[config.mk]
export PLATFORM = sky130hd
export DESIGN_NAME = multi_channel_sequencer
export DESIGN_NICKNAME = d
export VERILOG_FILES = /design/src/rtl/seq_pkg.sv /design/src/rtl/seq_channel.sv /design/src/rtl/multi_channel_sequencer.sv
export SDC_FILE = /design/constraint.sdc
export NUM_CORES = 1
export LEC_CHECK = 0
export CELL_PAD_IN_SITES_DETAIL_PLACEMENT = 2
export CELL_PAD_IN_SITES_GLOBAL_PLACEMENT = 2
export CORE_MARGIN = 2
export CORE_UTILIZATION = 32
export CTS_CLUSTER_SIZE = 16
export DETAILED_ROUTE_END_ITERATION = 10
export GPL_TIMING_DRIVEN = 1
export PLACE_DENSITY = 0.86
export SLEW_MARGIN = 20
export SYNTH_ARGS = -nofsm -noshare
export SYNTH_HDL_FRONTEND = slang
export SYNTH_SLANG_ARGS = --single-unit
export TNS_END_PERCENT = 5
[constraint.sdc]
create_clock -name sm_clock -period 1.6 [get_ports sm_clock]
set_input_delay 0.16 -clock sm_clock [delete_from_list [all_inputs] [get_ports sm_clock]]
set_output_delay 0.16 -clock sm_clock [all_outputs]
set_load 0.05 [all_outputs]
[src/rtl/seq_pkg.sv]
// rtl/seq_pkg.sv - shared state encoding for the multi-channel sequencer
package seq_pkg;

  typedef enum logic [1:0] {
    ST_IDLE  = 2'b00,
    ST_READ  = 2'b01,
    ST_WAIT  = 2'b10,
    ST_WRITE = 2'b11
  } seq_state_t;

  localparam seq_state_t SEQ_IDLE  = ST_IDLE;
  localparam seq_state_t SEQ_READ  = ST_READ;
  localparam seq_state_t SEQ_WRITE = ST_WRITE;
  localparam seq_state_t SEQ_WAIT  = ST_WAIT;

endpackage

[src/rtl/seq_channel.sv]
// rtl/seq_channel.sv - one idle/write/wait/read handshake FSM with dwell counter
// Optional watchdog: SEQ_WATCHDOG_EN
// Ports: clk, rst_n (async active-low), enable, abort, dwell, sm_in
//        -> state, sm_out, cycle_done, err
module seq_channel
  import seq_pkg::*;
#(
  parameter int DWELL_W = 8,
  parameter int WD_W    = 12
) (
  input  logic               clk,
  input  logic               rst_n,
  input  logic               enable,
  input  logic               abort,
  input  logic [DWELL_W-1:0] dwell,
  input  logic               sm_in,
  output seq_state_t         state,
  output logic               sm_out,
  output logic               cycle_done,
  output logic               err
);

  logic [DWELL_W-1:0] cnt;
  logic               wd_trip;

  assign sm_out = (state == SEQ_READ) || (state == SEQ_WAIT);

  always_ff @(posedge clk or negedge rst_n) begin
    if (!rst_n) begin
      state      <= SEQ_IDLE;
      cnt        <= '0;
      cycle_done <= 1'b0;
    end else begin
      cycle_done <= 1'b0;
      // abort and a watchdog trip both drop to IDLE without a completion pulse
      if (abort || wd_trip) begin
        state <= SEQ_IDLE;
        cnt   <= '0;
      end else begin
        case (state)
          SEQ_IDLE:  if (enable && sm_in) state <= SEQ_WRITE;
          SEQ_WRITE: if (!sm_in) begin
                       state <= SEQ_WAIT;
                       cnt   <= dwell;
                     end
          // count down first; exit only once the loaded dwell has fully elapsed
          SEQ_WAIT:  if (cnt != '0) cnt <= cnt - 1'b1;
                     else if (sm_in) state <= SEQ_READ;
          SEQ_READ:  if (!sm_in) begin
                       state      <= SEQ_IDLE;
                       cycle_done <= 1'b1;
                     end
          default:   state <= SEQ_IDLE;
        endcase
      end
    end
  end

`ifdef SEQ_WATCHDOG_EN
  logic [WD_W-1:0] wd;
  logic            active;
  logic            leave;

  assign active  = (state == SEQ_WRITE) || (state == SEQ_READ);
  assign leave   = ((state == SEQ_IDLE)  && enable && sm_in) ||
                   ((state == SEQ_WRITE) && !sm_in) ||
                   ((state == SEQ_WAIT)  && (cnt == '0) && sm_in) ||
                   ((state == SEQ_READ)  && !sm_in);
  assign wd_trip = active && (&wd);

  always_ff @(posedge clk or negedge rst_n) begin
    if (!rst_n) begin
      wd  <= '0;
      err <= 1'b0;
    end else if (abort) begin
      wd  <= '0;
      err <= 1'b0;
    end else begin
      if (wd_trip) err <= 1'b1;
      if (wd_trip || leave || !active) wd <= '0;
      else                             wd <= wd + 1'b1;
    end
  end
`else
  assign wd_trip = 1'b0;
  // no watchdog: err is a constant 0 for every legal width
  assign err     = (WD_W < 0);
`endif

endmodule

[src/rtl/multi_channel_sequencer.sv]
// rtl/multi_channel_sequencer.sv - CHANNELS independent droplet handshake FSMs
// Optional watchdog: SEQ_WATCHDOG_EN
// Ports: sm_clock, reset (async active-low), enable, abort, dwell, sm_in
//        -> sm_out, state_out (2 bits per channel), cycle_done, busy, err
module multi_channel_sequencer
  import seq_pkg::*;
#(
  parameter int CHANNELS = 4,
  parameter int DWELL_W  = 8,
  parameter int WD_W     = 12
) (
  input  logic                  sm_clock,
  input  logic                  reset,
  input  logic                  enable,
  input  logic                  abort,
  input  logic [DWELL_W-1:0]    dwell,
  input  logic [CHANNELS-1:0]   sm_in,
  output logic [CHANNELS-1:0]   sm_out,
  output logic [2*CHANNELS-1:0] state_out,
  output logic [CHANNELS-1:0]   cycle_done,
  output logic                  busy,
  output logic [CHANNELS-1:0]   err
);

  logic [CHANNELS-1:0] active;

  for (genvar c = 0; c < CHANNELS; c++) begin : g_ch
    seq_state_t st;

    seq_channel #(
      .DWELL_W (DWELL_W),
      .WD_W    (WD_W)
    ) u_ch (
      .clk        (sm_clock),
      .rst_n      (reset),
      .enable     (enable),
      .abort      (abort),
      .dwell      (dwell),
      .sm_in      (sm_in[c]),
      .state      (st),
      .sm_out     (sm_out[c]),
      .cycle_done (cycle_done[c]),
      .err        (err[c])
    );

    assign state_out[2*c +: 2] = st;
    assign active[c]           = (st != SEQ_IDLE);
  end

  assign busy = |active;

endmodule

==> results of run 1 <==
repair_timing:
action,CTS,global route
endpoints found under the hold margin,44,0
gates resized for setup,48,69
setup buffers,2,16
pin swaps,12,19
cloned,0,1
hold buffers,1,0
endpoints found under the setup margin,41,41
stage by stage:
step | std cells | setup WS [ps] | setup TNS (ps) | cell area [sq um]
after floorplan | 418 | -181.3 | -4358 | 3701
after global placement | 653 | -228.6 | -2131 | 4705
after detailed placement | 653 | -394.9 | -6232 | 4705
after CTS | 664 | -199.0 | -4102 | 5036
after global routing | 681 | -458.9 | -9361 | 5477
final | 681 | -439.8 | -7329 | 5477
cell type report:
cell class                      count  area, sq um
Inverter                           27        115.1
Sequential cell                    44         1112
Fill cell                        1101         5316
Multi-Input combinational cell    312         2725
Timing Repair Buffer              150         1259
Tap cell                          140        175.2
Clock buffer                        8        90.09
tightest hold or removal path, cell delays in order:
cell,delay [ps]
dlygate4sd3_1,520
buf_2,120
buf_12,260
cell usage in the layout (no fill, tap or decap), types with 7 or more instances in the layout:
cell type,synthesis,final
nand3_1,14,13
nor3_2,0,7
buf_12,0,7
ha_4,0,12
dfrtp_2,0,9
buf_4,13,123
dfrtp_1,44,35
nand2_1,23,18
inv_2,0,9
nor2b_1,11,9
clkdlybuf4s50_1,0,13
o21ai_1,8,10
inv_1,26,14
a21oi_1,32,24
ha_2,0,7
a31oi_1,11,11
nor3_1,16,8
nand2b_1,11,11
nor2_1,41,38
flip-flops by register name (all words and copies together) (netlist names):
| signal | cells |
|---|---|
| g_ch.u_ch.cnt | 32 |
| g_ch.u_ch.cycle_done | 4 |
| g_ch.u_ch.state | 8 |
how the worst min path moves through the flow:
stage	endpoint	slack (ps)	cells after the start
2_1_floorplan	g_ch[0].u_ch.cnt[0]$_DFFE_PN0P_	-140	0
3_3_place_gp	g_ch[3].u_ch.cnt[7]$_DFFE_PN0P_	170	2
3_5_place_dp	g_ch[3].u_ch.cnt[7]$_DFFE_PN0P_	170	2
4_1_cts	g_ch[3].u_ch.cnt[7]$_DFFE_PN0P_	370	3
5_1_grt	g_ch[3].u_ch.cnt[7]$_DFFE_PN0P_	380	3
6_report	g_ch[3].u_ch.cnt[7]$_DFFE_PN0P_	340	3
power breakdown:
part	switching (W)	leakage [nW]	total, W	internal [W]
logic	0.00576	1.66	0.0103	0.00450
clock network	0.000468	0.0455	0.000823	0.000355
registers	0.000490	0.587	0.00193	0.00144
total	0.00672	2.29	0.0130	0.00629
routing by layer:
metal	global-route usage, %	part of all wire (%)
met1	34.47	39
met2	56.74	51
met3	4.901	4.3
met4	17.03	6.1
met5	0	0
logic make-up after synthesis:
| family | synth area share (%) |
|---|---|
| DFF | 31.23 |
| AOI/OAI and AO/OA | 22.89 |
| buffers and inverters | 9.261 |
| muxes | 3.229 |
| other | 0.1064 |
| adders and majority gates | 8.872 |
| and+or+nand+nor | 24.42 |
==> impl_metrics.ini, run 1 <==
[sta]
drv_slew = 0
worst_pin_slew_ps = 683.8
min_period_ps = 2040
slew_headroom_pct = 54.41
clock_skew_ps = 24.56
setup_violations = 41
finalWorstSetupSlack_ps = -439.8
fin_crit_sh_pct = 127.5
rsz0062_at_grt = true
hold_viol = 0
clock.fmax_mhz = 490.3
holdWs_ps = 343.1

[synthesis]
ys_warn_count = 0
yosys-top-cells-count = dfrtp_1, nor2_1, a21oi_1
syn_avg_cell_area_sq_um = 8.496
yosysTopAreaCellShare_pct = 31.23
yosys.cell_count.top_type = dfrtp_1
synth_area_leader_cell = dfrtp_1
yosysSeqAreaShare_pct = 31.23
synth.area.top_cells = dfrtp_1, ha_1, a21oi_1, nor2_1, buf_4
synth.cell_area_sq_mm = 0.003526
ys.flop_type = dfrtp_1
synthArstFlopShare_pct = 100.0
synth_edf_count = 0
ys_ff_latch = 44
synthCells = 415
yosysUniqueCellTypes = 66

[setup_path]
worstPathCellList = buf_6 -> ha_4 -> and2_4 -> a211oi_4 -> o21ai_2 -> a221oi_2
cp.required_ps = 1830
r2r_start = g_ch[3].u_ch.state[0]$_DFFE_PN0P_
cp_num_cells = 6
critPathMaxFanout = 8
crit_type = reg2reg
crit_slowest_cell = dfrtp_2
reg2reg_depth = 6
r2r_slack_ps = -440
cp-endpoint = g_ch[3].u_ch.cnt[0]$_DFFE_PN0P_
crit_buf_inv = 1
arrival_ps = 2270
start_kind = flip-flop
critPathTopFamily = compound AO/OA/AOI/OAI gates
r2r-end = g_ch[3].u_ch.cnt[0]$_DFFE_PN0P_
end_kind = flip-flop
startpoint = g_ch[3].u_ch.state[0]$_DFFE_PN0P_
max_stage_delay_ps = 470

[layout]
n_antenna_cell = 0
final_nets = 581
area_growth_pct = 55.32
final_util_pct = 50.74
drive_above_1_share_pct = 48.06

[grt]
grt_pass1_vias = 4646
grt_max_degree = 45
track_usage_pct = 31.19
grt_pass1_wl_mm = 27.43
grt_remaining_overflow = 0
antenna_found_initial = 0

[floorplanning]
initial_utilization_pct = 32.67
die_w_microns = 109.0
num_rows = 38
io-pin-count = 37
die_h_microns = 109.0
core_sq_mm = 0.01079
dieArea_sq_mm = 0.01187

[placement]
place.gp.congestion = 0.8670
portBuffers = 32
place_hpwl_mm = 11.21

[routing]
routedWlPerCell_microns = 30.81
final_antenna_net_count = 0
routed_via_density = 6.107
first_iter_violations = 189
vias = 4159
first_pass_iters = 4
drc = 0
wl_mm = 20.98

[clocking]
cts_tree = done
clockBufferDepth = 2
ctsHtreeMaxLevel = 2
cts_buffers = 5
clock-sinks = 44
insertion_delay_ps = 330
path_clk_slew_ps = 110
cts-root-buf = clkbuf_8

[run]
cap_violations = 0

[pwr]
power_density_mw_per_mm2 = 2375
power.total_w = 0.01301
irDropWorstVdd_uv = 1985
p_leak_nw = 2.288

[run_status]
violations = setup timing
status = complete, but fails checks

[worst_hold_path]
hp-class = in2async
Note: power is estimated with default switching activity, not from simulation.
==> inputs of run 2 (changes only) <==
--- a/config.mk
+++ b/config.mk
@@ -8,11 +8,12 @@
 export CELL_PAD_IN_SITES_DETAIL_PLACEMENT = 2
 export CELL_PAD_IN_SITES_GLOBAL_PLACEMENT = 2
 export CORE_MARGIN = 2
-export CORE_UTILIZATION = 32
+export CORE_UTILIZATION = 35
 export CTS_CLUSTER_SIZE = 16
 export DETAILED_ROUTE_END_ITERATION = 10
+export DONT_BUFFER_PORTS = 1
 export GPL_TIMING_DRIVEN = 1
-export PLACE_DENSITY = 0.86
+export PLACE_DENSITY = 0.84
 export SLEW_MARGIN = 20
 export SYNTH_ARGS = -nofsm -noshare
 export SYNTH_HDL_FRONTEND = slang
==> run 2 against run 1 <==
  * The flow still finishes with violations (setup timing)
  * Final cell count down 6.5%
  * Critical path depth unchanged
  * Clock-buffer cell count unchanged
  * Clock skew up 2.1 ps
  * Die area down 8.3%
  * Sequential share of layout area up 1.6 points
  * Sequential cell count unchanged
  * Critical path type unchanged
==> impl_metrics.ini, run 2 (synthesized netlist as in run 1, its figures left out) <==
[run_status]
status = complete, but fails checks
violations = setup timing

[sta]
fin_crit_sh_pct = 123.8
clock_skew_ps = 26.66
finalWorstSetupSlack_ps = -380.1
min_period_ps = 1980
holdWs_ps = 46.42
drv_slew = 0
rsz0062_at_grt = true
hold_viol = 0
setup_violations = 41
clock.fmax_mhz = 505.0

[clocking]
clock-sinks = 44
cts_tree = done
insertion_delay_ps = 340
cts-root-buf = clkbuf_8
clockBufferDepth = 2
ctsHtreeMaxLevel = 2
path_clk_slew_ps = 120
cts_buffers = 5

[placement]
place_area_sq_mm = 0.004323
post-place-cells = 610
portBuffers = 0
dp_slack_ps = -266.8
place.gp.congestion = 0.8591
place_hpwl_mm = 10.63

[layout]
layout_common_cells = buf_4, nor2_1, dfrtp_1
top_register = g_ch.u_ch.cnt
reg.largest.list = g_ch.u_ch.cnt (32), g_ch.u_ch.state (8), g_ch.u_ch.cycle_done (4)
final_nets = 543
largest_reg_flops = 32
drive_above_1_share_pct = 43.34
fill_cells = 1001
final_area_sq_mm = 0.005077
area_growth_pct = 44.00
fin_cells = 637
final_common_cell = buf_4

[floorplanning]
die_w_microns = 104.4
die_h_microns = 104.4
dieArea_sq_mm = 0.01089
initial_utilization_pct = 36.07
io-pin-count = 37
num_rows = 36
core_sq_mm = 0.009774

[routing]
first_iter_violations = 317
final_antenna_net_count = 0
routedWlPerCell_microns = 33.33
drc = 0
vias = 4242
routed_via_density = 6.659
first_pass_iters = 5
wl_mm = 21.23

[pwr]
p_sw_share_pct = 53.99
p_comb_share_pct = 76.6
seqPwrFrac_pct = 16.5
irDropWorstVdd_uv = 1098
switchingPower_w = 0.006658
intPower_w = 0.005674
power.total_w = 0.01233
p_leak_nw = 2.092
power_density_mw_per_mm2 = 2429
power_frac_clock_pct = 6.8

[run]
cap_violations = 0

[setup_path]
crit_type = reg2reg
end_kind = flip-flop
arrival_ps = 2190
cp-endpoint = g_ch[3].u_ch.cnt[2]$_DFFE_PN0P_
reg2reg_depth = 6
cp.required_ps = 1810
start_kind = flip-flop
critPathMaxFanout = 4
r2r_start = g_ch[3].u_ch.cnt[0]$_DFFE_PN0P_
startpoint = g_ch[3].u_ch.cnt[0]$_DFFE_PN0P_
r2r_slack_ps = -380
r2r-end = g_ch[3].u_ch.cnt[2]$_DFFE_PN0P_

[grt]
track_usage_pct = 34.88
grt_max_degree = 45
antenna_found_initial = 1
grt_pass1_wl_mm = 28.70
grt_remaining_overflow = 0
grt_pass1_vias = 4640

[worst_hold_path]
hp-class = in2reg
==> run 2: cell types whose count changed in the layout (fill, tap and decap cells not counted), sizes merged <==
cell and change:
buf -32, clkdlybuf4s50 -13, dlygate4sd3 +6, a21o +1
clkinvlp -1, diode +1, inv +1
==> run 2: power groups by stage <==
| stage | logic [W] | clock network [W] | registers, W |
|---|---|---|---|
| 6_report | 0.00945 | 0.000841 | 0.00204 |
| 4_1_cts | 0.00801 | 0.000819 | 0.00193 |
| 3_3_place_gp | 0.00654 | 0 | 0.00181 |
| 5_1_grt | 0.00971 | 0.000863 | 0.00205 |
| 2_1_floorplan | 0.00406 | 0 | 0.00207 |
| 3_5_place_dp | 0.00707 | 0 | 0.00186 |
==> run 2: worst min-delay path by stage <==
stage / start / end / slack [ps] / depth (start not counted)
2_1_floorplan: reset / g_ch[0].u_ch.cnt[0]$_DFFE_PN0P_ / -140 / 0
3_3_place_gp: reset / g_ch[3].u_ch.cnt[6]$_DFFE_PN0P_ / -130 / 0
3_5_place_dp: reset / g_ch[3].u_ch.cnt[6]$_DFFE_PN0P_ / -130 / 0
4_1_cts: dwell[4] / g_ch[3].u_ch.cnt[4]$_DFFE_PN0P_ / 8 / 2
5_1_grt: dwell[7] / g_ch[2].u_ch.cnt[7]$_DFFE_PN0P_ / 60 / 2
6_report: abort / g_ch[0].u_ch.cnt[4]$_DFFE_PN0P_ / 50 / 2
==> run 2: critical path, stage by stage, from the launching register on <==
cell and delay [ps]:
dfrtp_1 420, inv_1 120, ha_2 230, nor4bb_4 420
a211oi_4 140, a222oi_1 350, nor2_1 160
==> run 2: layer usage <==
metal | track usage (%) | up-vias | wire [microns]
met2 | 61.39 | 296 | 10470
met5 | 0 | - | 0
met1 | 38.56 | 2132 | 7590
met3 | 6.078 | 142 | 1410
met4 | 22.39 | 0 | 1762
li1 | - | 1672 | -
==> run 2: timing repair <==
| item | CTS | global route |
|---|---|---|
| hold buffers | 9 | 0 |
| cloned | 1 | 1 |
| endpoints found under the setup margin | 40 | 42 |
| endpoints found under the hold margin | 80 | 0 |
| gates resized for setup | 61 | 42 |
| pin swaps | 14 | 15 |
| setup buffers | 5 | 2 |
==> run 2: final cells by class <==
class	count	area, sq um	share of cell area, %
sequential	44	1111	21.88
tap	133	166.4	3.277
inverter	27	113.9	2.242
clock buffer	8	90.09	1.774
multi-input combinational	313	2681	52.81
timing repair buffer	111	912.1	17.96
antenna	1	2.502	0.04929
==> run 2: per-stage QoR <==
step	utilization, %	setup TNS, ps
after global routing	51.92	-9350
after floorplan	-	-4358
after detailed placement	44.23	-5442
after global placement	44.23	-874.3
final	51.95	-7610
after CTS	49.82	-2854
==> inputs of run 3 (changes only) <==
--- a/config.mk
+++ b/config.mk
@@ -7,12 +7,14 @@
 export LEC_CHECK = 0
 export CELL_PAD_IN_SITES_DETAIL_PLACEMENT = 2
 export CELL_PAD_IN_SITES_GLOBAL_PLACEMENT = 2
+export CORE_ASPECT_RATIO = 0.7
 export CORE_MARGIN = 2
 export CORE_UTILIZATION = 35
 export CTS_CLUSTER_SIZE = 16
 export DETAILED_ROUTE_END_ITERATION = 10
 export DONT_BUFFER_PORTS = 1
 export GPL_TIMING_DRIVEN = 1
+export MAX_ROUTING_LAYER = met4
 export PLACE_DENSITY = 0.84
 export SLEW_MARGIN = 20
 export SYNTH_ARGS = -nofsm -noshare
==> run 3 against run 2 <==
  * The flow still finishes with violations (setup timing)
  * Final area increased by 0.84%
  * Clock-buffer cell count decreased by 2
  * Sequential cell count unchanged
  * Utilization increased by 0.52 points
  * Maximum frequency decreased by 3.6%
  * Non-clock buffer count decreased by 1
  * Clock power increased by 36%
  * Highest routed layer unchanged
==> impl_metrics.ini, run 3 (synthesized netlist as in run 1, its figures left out) <==
[run_status]
status = complete, but fails checks
violations = setup timing

[floorplanning]
core_sq_mm = 0.009759
dieArea_sq_mm = 0.01091
die_w_microns = 124.0
die_h_microns = 87.98
initial_utilization_pct = 36.13
io-pin-count = 37
num_rows = 30

[layout]
n_antenna_cell = 0
reg.largest.list = g_ch.u_ch.cnt (32), g_ch.u_ch.state (8), g_ch.u_ch.cycle_done (4)
largest_reg_flops = 32
final_nets = 541
top_register = g_ch.u_ch.cnt
drive_above_1_share_pct = 45.11
fill_cells = 983
area_growth_pct = 45.21
final_common_cell = buf_4
layout_common_cells = buf_4, nor2_1, dfrtp_1
multi_input_area_sq_mm = 0.002686
regArea_sq_mm = 0.001112

[setup_path]
arrival_ps = 2240
start_kind = flip-flop
end_kind = flip-flop
startpoint = g_ch[2].u_ch.cnt[1]$_DFFE_PN0P_
critPathMaxFanout = 5
crit_type = reg2reg
r2r_slack_ps = -450
r2r_start = g_ch[2].u_ch.cnt[1]$_DFFE_PN0P_
cp.required_ps = 1790

[sta]
drv_slew = 0
setup_violations = 39
fin_crit_sh_pct = 128.4
holdWs_ps = 31.71
worst_pin_slew_ps = 518.6
finalWorstSetupSlack_ps = -454.1
clock.fmax_mhz = 486.8
hold_viol = 0
slew_headroom_pct = 65.30
rsz0062_at_grt = true
min_period_ps = 2054
clock_skew_ps = 9.173

[clocking]
clockBufferDepth = 2
clock-sinks = 44
insertion_delay_ps = 310
ctsHtreeMaxLevel = 2
cts_tree = done
path_clk_slew_ps = 80
cts-root-buf = clkbuf_16
cts_buffers = 5

[grt]
grt_remaining_overflow = 0
antenna_found_initial = 0
track_usage_pct = 36.23
grt_pass1_wl_mm = 27.99
grt_pass1_vias = 4486
grt_max_degree = 45

[placement]
portBuffers = 0
place_hpwl_mm = 11.01
place.gp.congestion = 0.8969

[run]
cap_violations = 0

[pwr]
power.total_w = 0.01255
power_density_mw_per_mm2 = 2452
p_leak_nw = 2.109
irDropWorstVdd_uv = 956.3

[routing]
routed_via_density = 6.615
first_pass_iters = 5
first_iter_violations = 431
wl_mm = 21.10
final_antenna_net_count = 0
vias = 4161
drc = 0
routedWlPerCell_microns = 33.54

[worst_hold_path]
hp-class = in2reg
min-delay-start = abort
==> run 3: final timing paths <==
path | cells after the start | end
worst max-delay path | 7 | g_ch[2].u_ch.cnt[2]$_DFFE_PN0P_
worst min-delay path | 1 | g_ch[0].u_ch.cnt[3]$_DFFE_PN0P_
worst max register to register | 7 | g_ch[2].u_ch.cnt[2]$_DFFE_PN0P_
worst min register to register | 2 | g_ch[1].u_ch.cnt[5]$_DFFE_PN0P_
max in group asynchronous | 2 | g_ch[1].u_ch.state[1]$_DFFE_PN0P_
min in group asynchronous | 2 | g_ch[3].u_ch.cnt[0]$_DFFE_PN0P_
==> run 3: layer usage <==
layer | GRT usage (%) | part of all wire, % | up-vias
met5 | - | 0 | -
met4 | 18.28 | 6.7 | 0
met3 | 6.576 | 5.8 | 113
met2 | 58.59 | 47 | 249
met1 | 43.49 | 40 | 2130
li1 | - | - | 1669
==> run 3: through the flow <==
| step | instance area [sq um] | setup TNS [ps] | util, % | setup slack (ps) | std cells |
|---|---|---|---|---|---|
| 6_report | 5120 | -7861 | 52.46 | -454.1 | 629 |
| 5_1_grt | 5120 | -9740 | 52.46 | -495.0 | 629 |
| 4_1_cts | 4877 | -2437 | 49.97 | -150.6 | 624 |
| 3_5_place_dp | 4337 | -4433 | 44.44 | -255.7 | 606 |
| 3_3_place_gp | 4337 | -828.3 | 44.44 | -85.97 | 606 |
| 2_1_floorplan | 3701 | -4358 | - | -181.3 | 418 |
==> run 3: critical path, stage by stage, from the launching register on <==
cell     delay, ps
dfrtp_1        390
inv_1           90
ha_2           190
nor4b_4        370
buf_4          230
and3_4         230
o31ai_1        120
a21oi_1        310
==> run 3: power breakdown <==
group          switching [W]  leakage, nW  internal, W
clock               0.000523       0.0766     0.000619
sequential          0.000584        0.587      0.00144
combinational        0.00559         1.45      0.00380
==> run 3: what timing repair did <==
item / 4_1_cts / 5_1_grt
setup endpoints to repair: 40 / 41
buffers inserted: 3 / 5
endpoints found under the hold margin: 80 / 0
pin swaps: 19 / 11
gates resized for setup: 57 / 43
hold buffers: 7 / 0
==> run 3: final cells by class <==
cell class	count	area share (%)
Timing Repair Buffer	110	17.62
Tap cell	128	3.128
Clock buffer	6	2.713
Sequential cell	44	21.73
Clock inverter	2	0.1955
Inverter	27	2.151
Multi-Input combinational cell	312	52.47
